$ cat config.mk
export PLATFORM = sky130hd
export DESIGN_NAME = seg_scan_rx
export DESIGN_NICKNAME = d
export VERILOG_FILES = /design/src/rtl/seg_pkg.sv /design/src/rtl/seg_scan_rx_seg7_to_hex.sv /design/src/rtl/seg_scan_rx.sv
export SDC_FILE = /design/constraint.sdc
export NUM_CORES = 1
export LEC_CHECK = 0
export BUFFER_PORTS_ARGS = -buffer_cell sky130_fd_sc_hd__buf_2
export CORE_ASPECT_RATIO = 1.4
export CORE_MARGIN = 8
export CORE_UTILIZATION = 40
export CTS_CLUSTER_DIAMETER = 50
export DETAILED_ROUTE_END_ITERATION = 10
export GPL_TIMING_DRIVEN = 0
export PLACE_DENSITY = 0.67
export SLEW_MARGIN = 20
export SYNTH_ARGS = -nofsm -noshare
export SYNTH_HDL_FRONTEND = slang
export SYNTH_SLANG_ARGS = --single-unit
$ cat constraint.sdc
create_clock -name clk -period 2.9 [get_ports clk]
set_clock_uncertainty 0.2 [all_clocks]
set_input_delay 0.58 -clock clk [delete_from_list [all_inputs] [get_ports clk]]
set_output_delay 0.58 -clock clk [all_outputs]
set_load 0.03 [all_outputs]
$ cat src/rtl/seg_pkg.sv
// Shared constants and types for the seven-segment scan receiver.
// The hex table lists active-high gfedcba codes for nibbles 0..F.
package seg_pkg;
  localparam int SEG_W   = 12;
  localparam int DIG_N   = 4;
  localparam int SEL_LSB = 8;
  localparam int DP_BIT  = 7;
  localparam int PAT_W   = 7;

  localparam logic [PAT_W-1:0] HEX_CODES [16] = '{
    7'h3F, 7'h06, 7'h5B, 7'h4F, 7'h66, 7'h6D, 7'h7D, 7'h07,
    7'h7F, 7'h6F, 7'h77, 7'h7C, 7'h39, 7'h5E, 7'h79, 7'h71
  };

  typedef struct packed {
    logic [3:0] nibble;
    logic       dp;
    logic       blank;
    logic       bad;
  } slot_t;
endpackage

$ cat src/rtl/seg_scan_rx_seg7_to_hex.sv
// Combinational decode of an active-high a..g pattern back to a hex nibble.
// An all-off pattern reads as blank; anything outside the table reads as bad.
module seg7_to_hex
  import seg_pkg::*;
(
  input  logic [PAT_W-1:0] i_pat,
  output logic [3:0]       o_nibble,
  output logic             o_blank,
  output logic             o_bad
);
  always_comb begin
    o_nibble = '0;
    o_blank  = (i_pat == '0);
    o_bad    = !o_blank;
    for (int k = 0; k < 16; k++) begin
      if (i_pat == HEX_CODES[k]) begin
        o_nibble = 4'(k);
        o_bad    = 1'b0;
      end
    end
  end
endmodule

$ cat src/rtl/seg_scan_rx.sv
// Receiver for the scanned 12-bit seven-segment bus: filters each slot for
// stability, decodes it, and publishes a full 4-digit frame once all slots are seen.
module seg_scan_rx
  import seg_pkg::*;
#(
  parameter int STABLE_CYCLES = 4,
  parameter int TIMEOUT       = 2**20
) (
  input  logic             clk,
  input  logic             rst_n,
  input  logic [SEG_W-1:0] seg,
  output logic [15:0]      digits,
  output logic [3:0]       dps,
  output logic [3:0]       blank,
  output logic [3:0]       bad,
  output logic             frame_valid,
  output logic             sel_err,
  output logic             stale
);
  localparam int IW = $clog2(TIMEOUT + 1);

  logic [SEG_W-1:0] r_seg_q;
  logic [7:0]       r_run;
  logic [DIG_N-1:0] r_seen;
  slot_t            r_shadow [DIG_N];
  logic             r_complete;
  logic [15:0]      r_digits;
  logic [3:0]       r_dps, r_blank, r_bad;
  logic             r_frame_valid, r_sel_err;
  logic [IW-1:0]    r_idle;

  logic             w_same, w_accept, w_one, w_multi, w_capture, w_complete;
  logic [7:0]       w_run_next;
  logic [DIG_N-1:0] w_sel, w_mask;
  logic [3:0]       w_nibble;
  logic             w_blank, w_bad;
  slot_t            w_slot;

  // run counts consecutive edges that sampled the same bus value into r_seg_q,
  // so accept lands on the edge where the STABLE_CYCLES-th sample is taken.
  assign w_same     = (seg == r_seg_q);
  assign w_run_next = w_same ? ((r_run == 8'hFF) ? r_run : r_run + 8'd1) : 8'd1;
  assign w_accept   = w_same && (r_run == 8'(STABLE_CYCLES - 1));

  assign w_sel      = ~r_seg_q[SEL_LSB +: DIG_N];
  assign w_one      = (w_sel != '0) && ((w_sel & (w_sel - 4'd1)) == '0);
  assign w_multi    = (w_sel != '0) && !w_one;
  assign w_capture  = w_accept && w_one;
  assign w_mask     = w_capture ? w_sel : '0;
  assign w_complete = w_capture && ((r_seen | w_mask) == '1);

  seg7_to_hex u_dec (
    .i_pat    (~r_seg_q[PAT_W-1:0]),
    .o_nibble (w_nibble),
    .o_blank  (w_blank),
    .o_bad    (w_bad)
  );

  assign w_slot = {w_nibble, ~r_seg_q[DP_BIT], w_blank, w_bad};

  always_ff @(posedge clk) begin
    if (!rst_n) begin
      r_seg_q       <= '1;
      r_run         <= '0;
      r_seen        <= '0;
      r_complete    <= 1'b0;
      r_digits      <= '0;
      r_dps         <= '0;
      r_blank       <= '0;
      r_bad         <= '0;
      r_frame_valid <= 1'b0;
      r_sel_err     <= 1'b0;
      r_idle        <= IW'(TIMEOUT);
      for (int i = 0; i < DIG_N; i++) r_shadow[i] <= '0;
    end else begin
      r_seg_q       <= seg;
      r_run         <= w_run_next;
      r_sel_err     <= w_accept && w_multi;
      r_complete    <= w_complete;
      r_frame_valid <= r_complete;
      r_seen        <= w_complete ? '0 : (r_seen | w_mask);
      for (int i = 0; i < DIG_N; i++) begin
        if (w_mask[i]) r_shadow[i] <= w_slot;
      end
      // Publish one edge after the completing capture so its slot is included.
      if (r_complete) begin
        for (int i = 0; i < DIG_N; i++) begin
          r_digits[4*i +: 4] <= r_shadow[i].nibble;
          r_dps[i]           <= r_shadow[i].dp;
          r_blank[i]         <= r_shadow[i].blank;
          r_bad[i]           <= r_shadow[i].bad;
        end
      end
      if (w_capture)                    r_idle <= '0;
      else if (r_idle != IW'(TIMEOUT))  r_idle <= r_idle + IW'(1);
    end
  end

  assign digits      = r_digits;
  assign dps         = r_dps;
  assign blank       = r_blank;
  assign bad         = r_bad;
  assign frame_valid = r_frame_valid;
  assign sel_err     = r_sel_err;
  assign stale       = (r_idle == IW'(TIMEOUT));
endmodule

# Yosys cells after proc, flatten, opt, wreduce, memory -nomap -nowiden
# Memories as Yosys holds them, arrays and structs flattened. A register that Yosys moved wholly into a read port is not among the register bits.
# Index checks and enable logic that the tools add are counted.
[totals] register_bits=48 ram_bits=28 input_bits=14 n_memories=1
[classes] add_sub_neg=3 n_eq_ne=23 mux=53 bitwise=10 reduce_logical=19
[memory_table] name="r_shadow" depth=4 word_bits=7 rd=4 rd_clocked_by_memory_dff=4 wr=4 line="seg_scan_rx.sv:25" text="slot_t r_shadow [DIG_N];"
[ops] op="equality test 7 bit (second input constant)" count=12
[ops] op="2-to-1 mux 21 bit" count=2
[ops] op="2-to-1 mux 4 bit" count=9
[ops] op="2-to-1 mux 1 bit" count=32
[ops] op="2-to-1 mux 7 bit" count=4
[ops] op="adder 21 x 1 -> 21 bit (second input constant)" count=1
[ops] op="equality test 21 bit (second input constant)" count=1
[ops] op="!= test 21 bit (second input constant)" count=1
[ops] op="equality test 7 x 3 -> 1 bit (second input constant)" count=2
[ops] op="equality test 7 x 6 -> 1 bit (second input constant)" count=2
[ops] op="equality test 12 bit" count=1
[ops] op="2-to-1 mux 3 bit" count=4
[ops] op="adder 8 x 1 -> 8 bit (second input constant)" count=1
[ops] op="equality test 8 x 2 -> 1 bit (second input constant)" count=1
[ops] op="equality test 8 bit (second input constant)" count=1
[ops] op="zero test 7 bit" count=1
[ops] op="inverter 7 bit" count=1
[ops] op="logical AND 1 bit" count=6
[ops] op="zero test 1 bit" count=6
[ops] op="AND 4 bit" count=1
[ops] op="equality test 4 bit (second input constant)" count=1
[ops] op="zero test 4 bit" count=1
[ops] op="2-to-1 mux 2 bit" count=2
[ops] op="inverter 4 bit" count=1
[ops] op="9 further kinds" count=14

# Depth between registers and ports, before layout
# Gate-level depths: netlist of run 1.
[depth] ltp_word=20 depth_mapped=8

# Hierarchy
# Synthesis of run 1 repeated with hierarchy kept, for this count alone.
[hier_totals] cells_unflattened=458 hier_area_um2=4725.8
[by_module_without_submodules] module="seg_scan_rx" instances=1 cells_each=404 area_each_um2=4339.2 seq_area_each_um2=2362.3
[by_module_without_submodules] module="seg7_to_hex" instances=1 cells_each=54 area_each_um2=386.6 seq_area_each_um2=0.0

# Worst setup path before layout of run 1
# No wires, ideal clock.
[synth_path] path_type="input -> register" start="in seg[8]" end="mem r_shadow[1][0] (netlist name) (enable)" arrival_ns=2.118 path_slack_ns=0.201 path_stages=5 cell_sequence="xnor2_1 nand4_1 nor4_1 nand2b_1 o21ai_0"
[synth_lines] item="start: declaration" line="seg_scan_rx.sv:11" text="input logic [SEG_W-1:0] seg,"
[synth_lines] item="end: declaration" line="seg_scan_rx.sv:25"

==> results of run 1 <==
==> state kept, by name (all words and copies together) (netlist names) <==
signal,flops
bad,4
blank,4
digits,16
dps,4
frame_valid,1
r_complete,1
r_idle,21
r_run,8
r_seen,4
r_seg_q,12
r_shadow,28
sel_err,1
==> through the flow <==
stage                util  instances  worst slack (ns)  total power, mW
finish              0.476        662             0.158             2.93
global route        0.476        662          -0.00550             3.03
CTS                 0.472        662            -0.143             2.96
detailed placement  0.444        646            -0.525             1.73
global placement    0.444        646            -0.545             1.72
floorplan               -        458             0.201             1.68
==> worst min path at each step <==
stage	cells after the start	slack, ns	endpoint
2_1_floorplan	2	0.23	r_seen[2]
3_3_place_gp	2	0.25	r_seen[2]
3_5_place_dp	2	0.25	r_seen[2]
4_1_cts	2	0.24	r_seg_q[11]
5_1_grt	2	0.25	r_seg_q[8]
6_report	2	0.25	r_seg_q[11]
==> power breakdown <==
part,switching [mW],internal [mW],total [mW]
combinational,0.101,0.0683,0.170
clock,0.533,0.694,1.23
sequential,0.0173,1.51,1.53
==> cell type report <==
cell class / instances / area, um^2 / area share
well taps: 144 / 180 / 0.0336
clock buffers: 10 / 239 / 0.0445
multi-input cells: 317 / 2120 / 0.394
plain buffers: 27 / 144 / 0.0268
inverters: 10 / 37.5 / 0.00699
repair buffers: 44 / 220 / 0.0410
flip-flops and latches: 104 / 2360 / 0.440
clock inverters: 6 / 66.3 / 0.0123
==> worst max-delay path: stages, from the launching register on <==
cell,delay [ns]
dfxtp_2,0.38
ha_4,0.17
nor4b_4,0.20
nand2_2,0.11
or4_1,0.51
buf_2,0.17
or4b_1,0.45
clkbuf_4,0.19
nor3_4,0.19
==> what timing repair did <==
action / 4_1_cts / 5_1_grt
setup endpoints to repair: 22 / 52
resized for setup: 5 / 11
pin swaps: 0 / 1
==> routing by layer <==
layer | vias to the layer above | part of all wire
li1 | 1707 | -
met1 | 1629 | 0.40
met2 | 67 | 0.52
met3 | 13 | 0.055
met4 | 0 | 0.020
met5 | - | 0
==> cell usage after synthesis (8+ instances only) <==
library cell / n
and3_1: 8
nand3_1: 21
nand2b_1: 20
dfxtp_1: 76
a21oi_1: 8
nand2_1: 17
mux2i_1: 30
nor4_1: 9
edfxtp_1: 28
inv_1: 10
nor3_1: 16
nor2_1: 57
clkbuf_1: 17
nand4_1: 10
xor2_1: 15
xnor2_1: 23
nor2b_1: 34
==> cells by family after synthesis <==
family                     after synthesis
AOI/OAI and AO/OA                       36
buffers and inverters                   37
and+or+nand+nor                        209
muxes                                   30
xor gates and xnor gates                38
DFF                                    104
adders and majority gates                4
==> summary by stage, run 1 <==
Status
The run finished with clean final reports.

Synth
In this run, synthesis produced a sequential element count of 104. The xor-xnor portion of the synthesized cell area is 0.0722. After synthesis, the largest family of logic cells by area is simple AND/OR/NAND/NOR gates. The compound-gate portion of the synthesized area is 0.0554. The number of flops mapped to enable cells by yosys is 28.

By area the synthesized netlist is led by dfxtp_1 33%, edfxtp_1 18%, mux2i_1 6.5%. The adder-cell area share of the yosys netlist is 0.0103. The synthesis warning total is 0.

Summed over all instances, the cell type with the most area after synthesis is dfxtp_1. In this run the cell area of the synthesized design comes to 4610 um^2. Yosys mapped the design onto 49 distinct sky130hd cell types.

A synthesized cell averages 10.1 um^2. The total nets after synthesis is 475. Of all flip-flops after synthesis, the portion carrying an async set or reset was 0.

The prevailing post-synth register cell is dfxtp_1. The area share of and/or/nand/nor cells after synthesis is 0.245. Synthesis produced a netlist whose cell count is 458. The multiplexer share of the synthesized area is 0.0652.

Of the synthesized area, sequential elements account for 0.513. The area fraction of the dominant cell type after synthesis is 0.330.

Global routing
The met2 track demand over resource in global routing is 0.233. Summed over all layers, the global routing overflow is 0. Entering global routing, the biggest net connects 18 pins. The global routing met3 resource utilization is 0.0338. The via count of the first global-routing pass is 3340. Across every metal layer, demand over resource in global routing totals 0.132. The global routing's busiest layer is met2. For met1 alone, demand over resource in global routing was 0.142.

The global-route wire length before repair is 16100 um. The initial antenna violation count was 0.

Detailed routing
After detailed routing, the average wire length per cell comes to 14.6 um. The detailed-route DRC error count is 0. The final layout contains routed wiring with a total length of 9670 um. The count of vias placed by the detailed router is 3416. Before antenna repair, the detailed router went through 4 iterations.

The post-detailed-route via-to-cell ratio is 5.16. The detail route stage leaves a number of antenna-violating nets equal to 0. After the first detailed-routing iteration, the DRC count stood at 189.

Timing
The peak clock frequency supported by timing is 365 MHz. The final number of setup-violating endpoints is 0. The worst relative slew slack is 0.450. The minimum period implied by the final worst setup slack is 2.74 ns.

The share of the clock period used by the worst path is 0.945. The count of endpoints failing hold in the final timing report is 0. The max-slew violation count is 0. The minimum hold slack is 0.250 ns. The pin slew with the least headroom to its limit is 0.817 ns. The setup TNS is 0 ns.

Power
The worst-case IR drop observed on VDD is 259 uV. The static leakage is 1.93 nW. The power density normalized to cell area is 545 nW/um^2.

Clock tree
The tree is rooted in a clkbuf_16. The TritonCTS clock tree is yes. In this run, post-CTS hold repair placed 0 buffers. The count of clock tree sinks is 104. After clock tree synthesis, the clock-pin slew on the worst setup and hold paths is 0.07 ns. The clock buffer count from CTS is 9.

The later-pin clock latency in the skew report is 0.34 ns. The H-tree was split into 3 levels. In this run the post-CTS setup repair buffer count came out at 0.

In this run the deepest clock path goes through 2 buffers.

Finish
After routing the design area is 5370 um^2. In the layout the commonest cells are 74 x dfxtp_1, 57 x nor2_1, 48 x buf_2. Of the cells placed in the final design, the portion with a size suffix greater than 1 is 0.162. The final net count is 530. The repair_antennas step left the layout with diodes totalling 0. Counting the fill cells in the layout gives 1094.

The area added between synthesis and finish is 16.6%. Leaving out fill and tap cells, the most frequent cell in the layout is dfxtp_1.

Floorplan
The die is 143 um tall. For this configuration, the core starts out at a cell density of 0.408. The floorplan core area is 11300 um^2. The number of ports placed on the die boundary is 45. The die is 107 um wide.

The floorplan step defined a die boundary enclosing 15300 um^2. The floorplan row count is 46.

Worst setup path
The largest fanout on the critical path is 7. The capture point of the worst reg-to-reg path is r_shadow[3][0]. The class of the most critical setup path is register to register. The reg2reg setup slack is 0.16 ns. STA classifies the critical path endpoint as a register.

The most critical setup path has its endpoint at r_shadow[3][0]. At the worst endpoint, the arrival time is 2.72 ns. The data required time at the worst endpoint is 2.88 ns. The startpoint identified for the worst register-to-register timing path is r_run[0]. The timing startpoint of the critical path is r_run[0].

STA classifies the critical path startpoint as a register. The number of cells on the worst reg-to-reg path is 8.

Place
The area of placed instances is 5010 um^2. The quantity of I/O buffers inserted on ports is 44. The HPWL after detailed placement is 7210 um. The final weighted congestion in routability-driven placement is 0.863.

Min path
The worst hold path class is primary input to register. The startpoint of the lowest-slack hold path is seg[11].

Run
Across the run, the number of max-cap violations was 0.
Power figures use the tool's default switching activity.
==> inputs of run 2 (changes only) <==
CELL_PAD_IN_SITES_DETAIL_PLACEMENT = 0   (was default)
CELL_PAD_IN_SITES_GLOBAL_PLACEMENT = 1   (was default)
PLACE_DENSITY = 0.79   (was 0.67)
==> run 2 against run 1 <==
  * Power decreased by 3.5%
  * Cell area fell by 0.82%
  * Fmax shrank 1.5%
  * Sequential power is essentially flat
  * Global-route usage shrank 0.27 points
  * Non-clock buffer count did not move
  * Final cell count is the same
  * Combinational power hardly changed
  * Clock power down 8%
  * Hold slack lost 0.00094 ns
  * Highest routed layer unchanged
==> summary by stage, run 2 (synthesis gave the netlist of run 1 again) <==
Global routing
After global routing, the most crowded layer is met2. The met2 track demand over resource in global routing is 0.238 (+0.00558). The global routing met3 resource utilization is 0.0325 (-0.00135). The via count of the first global-routing pass is 3276 (-1.9%). The total global routing overflow is 0 (unchanged).

The maximum number of pins on one net before global-route repair is 19 (+1). The global-route wire length before repair came to 15900 um (-1.6%). The met1 track demand over resource is 0.137 (-0.00536). The overall fraction of global-route tracks in use was 0.129 (-0.00271). The initial antenna violation count is 0 (unchanged).

Finish
The number of flip-flops under the largest register name is 28 (unchanged). The commonest non-fill, non-tap cell in the layout is dfxtp_1. The antenna cell count is 0 (unchanged).

The area added between synthesis and finish is 15.6%. The filler cell count is 1108 (+1.3%). The final net count is 530 (unchanged). The top cell types in the final layout, fill and taps aside, are 76 x dfxtp_1, 57 x nor2_1, 49 x buf_2. The register with the most flip-flops in the final layout is r_shadow.

The fraction of final layout cells sized beyond drive strength 1 came to 0.158 (-0.00386).

Detailed routing
The wire length per cell is 14.3 um (-2.4%). The detailed-route wire length is 9440 um (-2.4%). The detailed-route DRC error count came to 0 (unchanged).

The post-route antenna net violation count was 0 (unchanged). The total iterations of the first detailed-routing run was 4 (unchanged). The starting DRC count in detailed routing came to 117 (-38%). The post-detailed-route via-to-cell ratio is 5.05 (-2.2%).

The count of vias placed by the detailed router is 3342 (-2.2%).

Worst setup path
The critical path goes through ha_4 > nor4b_2 > nand2_1 > or4_1 > buf_2 > or4b_1 > buf_2 > nor3_2. The class of the most critical setup path is register to register. The reg2reg setup slack is 0.12 ns (-0.04 ns). The nature of the critical path startpoint is a register. The largest fanout on the critical path is 7 (unchanged).

The cell that appears most often on the critical path is buf_2. The number of buffers and inverters on the critical path was 2 (unchanged). The slowest stage of the critical path is the or4_1 cell. On the critical path the largest part of the delay comes from simple AND/OR/NAND/NOR gates. The critical path's largest stage delay was 0.52 ns (about the same).

The data required time at the worst endpoint is 2.88 ns (about the same). The signal arrival time at the worst endpoint is 2.76 ns (+0.04 ns). The worst setup path is captured at a register.

Clock tree
The count of clock tree sinks came to 104 (unchanged). The maximum root-to-sink buffer count is 2 (unchanged). The CTS H-tree depth is 3 (unchanged). The later-pin clock latency in the skew report is 0.34 ns (about the same). The CTS root buffer is clkbuf_16. The post-CTS clock slew at the launch and capture registers of the worst setup and hold paths is 0.07 ns (about the same). TritonCTS built the clock tree. The clock buffer count from CTS is 9 (unchanged). The post-cts hold buffer count is 0 (unchanged). The number of setup buffers added after CTS is 0 (unchanged).

Min path
In this run the worst hold path is classified as primary input to register.

Place
The final HPWL from detailed placement is 7210 um (about the same). The quantity of I/O buffers inserted on ports is 44 (unchanged). The final weighted congestion in routability-driven placement was 0.869 (+0.64%).

Floorplan
The chip width is 107 um (unchanged). The number of ports placed on the die boundary was 45 (unchanged). The initial core utilization is 0.408 (unchanged). The overall die area is 15300 um^2 (unchanged). The y dimension of the die is 143 um (unchanged).

The floorplan core area is 11300 um^2 (unchanged). The floorplan row count came to 46 (unchanged).

Power
The total chip power is 2.83 mW (-3.5%). The static leakage is 1.91 nW (-0.76%). The maximum ir drop on the vdd rail was 236 uV (-9.0%). The power density normalized to cell area is 531 nW/um^2 (-2.7%).

Status
The run finished with clean final reports.

Timing
The count of endpoints failing hold in the final timing report was 0 (unchanged). The minimum period implied by the final worst setup slack is 2.78 ns (+0.0408 ns). The pin slew with the least headroom to its limit is 0.784 ns (-0.0329 ns). The worst relative slew slack is 0.473 (+0.0230). The max-slew violation count is 0 (unchanged). Setup repair after global routing left no endpoint under its margin. The share of the clock period used by the worst path is 0.959 (+0.0141).

The peak clock frequency supported by timing is 359 MHz (-1.5%). The final number of setup-violating endpoints is 0 (unchanged). The minimum hold slack came to 0.249 ns (-0.000942 ns).

Run
The max capacitance violation total came to 0 (unchanged).
run 2: cell count changes in the layout (fill, tap and decap cells not counted), moves of 2 or more:
cell and change:
inv_6 +2, dfxtp_2 -2, dfxtp_1 +2, nor3_2 +2
run 2: cell type report:
type,count,area [um^2],share of cell area
clock inverters,6,50.0,0.00940
clock buffers,10,229,0.0430
multi-input cells,317,2110,0.395
repair buffers,44,220,0.0413
flip-flops and latches,104,2360,0.444
plain buffers,27,141,0.0265
inverters,10,37.5,0.00705
well taps,144,180,0.0338
run 2: power breakdown:
part / internal [mW] / leakage [nW] / total, mW / switching [mW]
logic: 0.0678 / 0.884 / 0.169 / 0.101
clock network: 0.593 / 0.130 / 1.13 / 0.534
registers: 1.51 / 0.899 / 1.53 / 0.0171
total: 2.17 / 1.91 / 2.83 / 0.652
run 2: worst paths after layout:
check                                from        endpoint  cells after the start
worst max-delay path             r_run[0]  r_shadow[3][0]                      8
worst min-delay path               seg[6]      r_seg_q[6]                      2
worst max register to register   r_run[0]  r_shadow[3][0]                      8
worst min register to register  r_seen[2]       r_seen[2]                      2
run 2: worst register-to-register path, delay by kind of cell, from the launching register on:
kind,cells,cell delay (ns)
buffers and inverters,2,0.34
adder cells (fa/ha/maj),1,0.19
flip-flops,1,0.41
AND/OR/NAND/NOR,5,1.48
run 2: what timing repair did:
item	4_1_cts	5_1_grt
pin swaps	0	1
endpoints found under the setup margin	22	33
resized for setup	7	4
run 2: metal layers:
metal | part of all wire | vias to the layer above
met3 | 0.051 | 13
met5 | 0 | -
li1 | - | 1710
met4 | 0.017 | 0
met1 | 0.41 | 1557
met2 | 0.52 | 62
run 2: metrics by stage:
step	setup WS [ns]	instance area [um^2]	setup TNS, ns	util	cells
after floorplan	0.201	4610	0	-	458
after global placement	-0.538	5010	-10.88	0.444	646
after detailed placement	-0.606	5010	-12.07	0.444	646
after CTS	0.00346	5300	0	0.470	662
after global routing	0.00606	5330	0	0.472	662
final	0.118	5330	0	0.472	662
